[config.mk]
export PLATFORM = sky130hd
export DESIGN_NAME = pixel_frame_loader
export DESIGN_NICKNAME = d
export VERILOG_FILES = /design/src/rtl/pixel_frame_loader.sv
export SDC_FILE = /design/constraint.sdc
export NUM_CORES = 1
export LEC_CHECK = 0
export BUFFER_PORTS_ARGS = -buffer_cell sky130_fd_sc_hd__buf_2
export CAP_MARGIN = 30
export CORE_MARGIN = 4
export CORE_UTILIZATION = 56
export CTS_CLUSTER_DIAMETER = 150
export DETAILED_ROUTE_END_ITERATION = 10
export PLACE_DENSITY = 0.89
export SYNTH_ARGS = -nofsm -noshare
export SYNTH_HDL_FRONTEND = slang
export SYNTH_SLANG_ARGS = --single-unit
[constraint.sdc]
create_clock -name clk -period 3.7 [get_ports clk]
set_input_delay 0.74 -clock clk [delete_from_list [all_inputs] [get_ports clk]]
set_output_delay 0.74 -clock clk [all_outputs]
set_load 0.005 [all_outputs]
[src/rtl/pixel_frame_loader.sv]
// Parses a command byte plus WIDTH*HEIGHT pixel bytes from the SPI byte stream into frame-buffer writes.
// Define FRAME_CHECKSUM_EN to require a trailing XOR checksum byte (adds CHECK state and errChecksum).
module pixel_frame_loader #(
    parameter int          WIDTH     = 64,
    parameter int          HEIGHT    = 48,
    parameter int          ADDR_W    = 12,
    parameter logic [7:0]  CMD_WRITE = 8'hA5
) (
    input  logic              clk,
    input  logic              rst,
    input  logic              cs,
    input  logic              writeEnable,
    input  logic [7:0]        writeData,
    output logic              memWe,
    output logic [ADDR_W-1:0] memAddr,
    output logic [7:0]        memData,
    output logic              frameDone,
    output logic              busy,
    output logic              errShort,
    output logic              errOverrun,
`ifdef FRAME_CHECKSUM_EN
    output logic              errChecksum,
`endif
    output logic              errCmd
);

    localparam logic [2:0] S_IDLE   = 3'd0;
    localparam logic [2:0] S_CMD    = 3'd1;
    localparam logic [2:0] S_PIXELS = 3'd2;
    localparam logic [2:0] S_DRAIN  = 3'd3;
    localparam logic [2:0] S_CHECK  = 3'd4;

    localparam int unsigned        NPIX      = WIDTH * HEIGHT;
    localparam logic [ADDR_W-1:0]  LAST_ADDR = ADDR_W'(NPIX - 1);

    logic [2:0]        state_q, state_d, state_mid;
    logic              cs_q;
    logic [ADDR_W-1:0] cnt_q, cnt_d;
    logic              memWe_q, memWe_d;
    logic [ADDR_W-1:0] memAddr_q, memAddr_d;
    logic [7:0]        memData_q, memData_d;
    logic              done_q, done_d;
    logic              busy_q;
    logic              errShort_q, errShort_d;
    logic              errOverrun_q, errOverrun_d;
    logic              errCmd_q, errCmd_d;
    logic              complete_q, complete_d;
`ifdef FRAME_CHECKSUM_EN
    logic [7:0]        csum_q, csum_d;
    logic              errCsum_q, errCsum_d;
`endif

    always_comb begin
        state_mid    = state_q;
        state_d      = state_q;
        cnt_d        = cnt_q;
        memWe_d      = 1'b0;
        memAddr_d    = memAddr_q;
        memData_d    = memData_q;
        done_d       = 1'b0;
        errShort_d   = errShort_q;
        errOverrun_d = errOverrun_q;
        errCmd_d     = errCmd_q;
        complete_d   = complete_q;
`ifdef FRAME_CHECKSUM_EN
        csum_d       = csum_q;
        errCsum_d    = errCsum_q;
`endif
        // The incoming byte is consumed first; the cs-low check below then acts on the resulting state.
        case (state_q)
            S_IDLE: begin
                if (cs && !cs_q) begin
                    state_mid  = S_CMD;
                    complete_d = 1'b0;
                end
            end
            S_CMD: begin
                if (writeEnable) begin
                    if (writeData == CMD_WRITE) begin
                        state_mid = S_PIXELS;
                        cnt_d     = '0;
`ifdef FRAME_CHECKSUM_EN
                        csum_d    = 8'h00;
`endif
                    end else begin
                        errCmd_d  = 1'b1;
                        state_mid = S_DRAIN;
                    end
                end
            end
            S_PIXELS: begin
                if (writeEnable) begin
                    memWe_d   = 1'b1;
                    memAddr_d = cnt_q;
                    memData_d = writeData;
                    cnt_d     = cnt_q + ADDR_W'(1);
`ifdef FRAME_CHECKSUM_EN
                    csum_d    = csum_q ^ writeData;
                    if (cnt_q == LAST_ADDR) begin
                        state_mid = S_CHECK;
                    end
`else
                    if (cnt_q == LAST_ADDR) begin
                        done_d     = 1'b1;
                        complete_d = 1'b1;
                        state_mid  = S_DRAIN;
                    end
`endif
                end
            end
`ifdef FRAME_CHECKSUM_EN
            S_CHECK: begin
                if (writeEnable) begin
                    if (writeData == csum_q) begin
                        done_d = 1'b1;
                    end else begin
                        errCsum_d = 1'b1;
                    end
                    complete_d = 1'b1;
                    state_mid  = S_DRAIN;
                end
            end
`endif
            S_DRAIN: begin
                if (writeEnable && complete_q) begin
                    errOverrun_d = 1'b1;
                end
            end
            default: state_mid = S_IDLE;
        endcase

        state_d = state_mid;
        if (!cs && (state_mid != S_IDLE)) begin
            state_d = S_IDLE;
            if ((state_mid == S_PIXELS) || (state_mid == S_CHECK)) begin
                errShort_d = 1'b1;
            end
        end
    end

    always_ff @(posedge clk) begin
        if (rst) begin
            state_q      <= S_IDLE;
            cs_q         <= 1'b0;
            cnt_q        <= '0;
            memWe_q      <= 1'b0;
            memAddr_q    <= '0;
            memData_q    <= 8'h00;
            done_q       <= 1'b0;
            busy_q       <= 1'b0;
            errShort_q   <= 1'b0;
            errOverrun_q <= 1'b0;
            errCmd_q     <= 1'b0;
            complete_q   <= 1'b0;
`ifdef FRAME_CHECKSUM_EN
            csum_q       <= 8'h00;
            errCsum_q    <= 1'b0;
`endif
        end else begin
            state_q      <= state_d;
            cs_q         <= cs;
            cnt_q        <= cnt_d;
            memWe_q      <= memWe_d;
            memAddr_q    <= memAddr_d;
            memData_q    <= memData_d;
            done_q       <= done_d;
            busy_q       <= (state_d == S_CMD) || (state_d == S_PIXELS);
            errShort_q   <= errShort_d;
            errOverrun_q <= errOverrun_d;
            errCmd_q     <= errCmd_d;
            complete_q   <= complete_d;
`ifdef FRAME_CHECKSUM_EN
            csum_q       <= csum_d;
            errCsum_q    <= errCsum_d;
`endif
        end
    end

    assign memWe      = memWe_q;
    assign memAddr    = memAddr_q;
    assign memData    = memData_q;
    assign frameDone  = done_q;
    assign busy       = busy_q;
    assign errShort   = errShort_q;
    assign errOverrun = errOverrun_q;
    assign errCmd     = errCmd_q;
`ifdef FRAME_CHECKSUM_EN
    assign errChecksum = errCsum_q;
`endif

endmodule

==> results.toml <==
[status]
status = "finished clean"

[finish]
final_util_pct = 68.1
layout.nets = 244
drive_gt1_share_pct = 21.1
syn_to_final_growth_pct = 12.9
fill_cells = 232
instances_no_fill = 263
diodes = 0

[synth]
syn-cell-area_um2 = 1720
synth_cell_types = 37
async_flop_share_pct = 0
ys_warn_count = 0
yosys.area.top_type = "dfxtp_1"
yosys-top-cells-count = "dfxtp_1 (43), nand2_1 (43), a21oi_1 (34)"
synth_fp_nets = 211
synth_ff_type = "dfxtp_1"
seq_area_frac_synth_pct = 50.0
synth_edf_count = 0
synth_area_leaders = "dfxtp_1 (50%), a21oi_1 (9.9%), nand2_1 (9.4%)"
postSynthCellCount = 198
avgSynthCellArea_um2 = 8.69
yosys.area.top_type_share_pct = 50.0
ys_seq_elements = 43

[clock_tree]
cts_tree = "done"
ctsHtreeMaxLevel = 2
cts_resized = 0
postCtsSetupRepairBufs = 0
cts_root_buf = "clkbuf_4"
numCtsBuffers = 5
holdBufCountCts = 0
clock_latency_ns = 0.34
clk_pin_slew_ns = 0.11
clk_path_buf_depth = 2
clock_sinks = 43

[drt]
vias_per_cell = 5.84
antenna_left = 0
via_count = 1537
drt_iter0_drc = 105
post_drt_wl_per_cell_um = 13.2
dr.pass1.iters = 4
wirelength_um = 3470
drc = 0

[timing]
finalCritPeriodShare_pct = 55.0
slew_headroom_pct = 51.7
fin_crit_ns = 2.03
fin_skew_ns = 0.00544
drv_slew = 0
hold_viol = 0
finalSetupViolCount = 0
fin_tns_setup_ns = 0
fmaxAchievable_mhz = 491
worst_pin_slew_ns = 0.724
rsz0062_at_grt = "no"

[placed_design]
port_buffers = 37
finalWeightedCongestion = 0.809
hpwl_um = 2450
dp_cells = 255

[worst_setup_path]
start_kind = "input pin"
critPathBufInv = 1
crit_chain = "buf_2 > and4bb_2 > a31oi_4 > or4_1 > a21oi_1"
crit_slowest_cell = "or4_1"
crit_arrival_ns = 2.31
crit_path_end_kind = "flip-flop"
worstPathRequired_ns = 3.98
cp_max_fo = 23
crit_family = "simple AND/OR/NAND/NOR gates"
path_class = "in -> reg"
r2r_end = "cnt_q[11]$_SDFFE_PP0P_"
rr_worst_depth = 4
max_stage_delay_ns = 0.57
reg2reg_from = "state_q[2]$_SDFF_PP0_"
r2r_slack_ns = 1.69

[grt]
first_global_vias = 1400
grt_start_max_net_pins = 31
grt_overflow = 0
gr-usage-all-layers_pct = 19.2
antenna_found_initial = 0
grt_pass1_wl_um = 6100

[floorplan]
dieWidth_um = 63.4
rows = 19
io_pins = 38
die_y_um = 63.4
start_util_pct = 60.3
dieArea_um2 = 4020
coreArea_um2 = 2850

[min_path]
min_from = "memData[2]$_SDFFE_PP0P_"
min_path_cells = 2
whs_endpoint = "memData[2]$_SDFFE_PP0P_"
hp-class = "reg -> reg"

[power]
powerDensity_nw_per_um2 = 362
ir_drop_v = 0.000329
p_leak_nw = 0.743

[run]
drv_cap = 0
## cell families after synthesis
logic type	after synthesis	synth area share (%)
AO/OA/AOI/OAI	50	17.1
adder cells (fa/ha/maj)	1	0.727
buffers and inverters	14	3.64
flip-flops	43	50.0
multiplexers	1	0.654
other	1	0.218
AND/OR/NAND/NOR	88	27.6
## final cells by class
cell class	count	area, µm²	share of cell area, %
inverters	3	11.3	0.580
multi-input cells	141	797	41.0
well taps	31	38.8	2.00
flip-flops and latches	43	861	44.3
clock buffers	7	45.0	2.32
repair buffers	37	185	9.53
clock inverters	1	5.00	0.258
## stage by stage
step	instance area [µm²]	hold WS, ns	total power, mW	worst slack, ns
final	1940	0.460	0.703	1.67
after global routing	1940	0.481	0.735	1.53
after CTS	1940	0.460	0.711	1.67
after detailed placement	1890	0.444	0.502	1.31
after global placement	1890	0.439	0.502	1.36
after floorplan	1720	0.446	0.491	1.73
## how the worst max path moves through the flow
stage,start,to,depth (start not counted)
after floorplan,writeData[3],cnt_q[10]$_SDFFE_PP0P_,5
after global placement,writeEnable,cnt_q[11]$_SDFFE_PP0P_,5
after detailed placement,writeEnable,cnt_q[11]$_SDFFE_PP0P_,5
after CTS,writeEnable,cnt_q[11]$_SDFFE_PP0P_,5
after global routing,state_q[2]$_SDFF_PP0_,cnt_q[11]$_SDFFE_PP0P_,4
final,writeEnable,cnt_q[11]$_SDFFE_PP0P_,5
## cell usage in the layout, fill, tap and decap left out, types with 3 or more instances in the layout
cell      instances
nand2_1          43
dfxtp_1          43
buf_2            37
a21oi_1          34
nor2_1            8
nand3_1           6
o21ai_0           5
or3_1             5
o31ai_1           5
or4_1             5
clkbuf_4          5
inv_1             3
and4b_1           3
nand4_1           3
## where the power goes
| part | internal [mW] | switching, mW |
|---|---|---|
| Sequential | 0.465 | 0.00220 |
| Clock | 0.0742 | 0.137 |
| Combinational | 0.0102 | 0.0146 |
| Total | 0.549 | 0.154 |
## flip-flops by register name, indices dropped and copies added, names as in the netlist
signal	flops
cnt_q	12
memAddr	12
memData	8
state_q	3
busy	1
complete_q	1
cs_q	1
errCmd	1
errOverrun	1
errShort	1
frameDone	1
memWe	1
## worst register-to-register path: stages (launching register included)
cell and delay (ns):
dfxtp_1 0.40, and4bb_2 0.65, a31oi_4 0.18, or4_1 0.57
a21oi_1 0.15
## layer usage
| layer | global-route usage, % | part of all wire, % | vias up |
|---|---|---|---|
| met5 | 0 | 0 | - |
| met4 | 8.63 | 1.8 | 0 |
| met3 | 6.57 | 7.6 | 5 |
| met2 | 31.3 | 45 | 48 |
| met1 | 22.6 | 46 | 712 |
| li1 | - | - | 772 |
No activity file was read; power rests on OpenSTA's default activity.
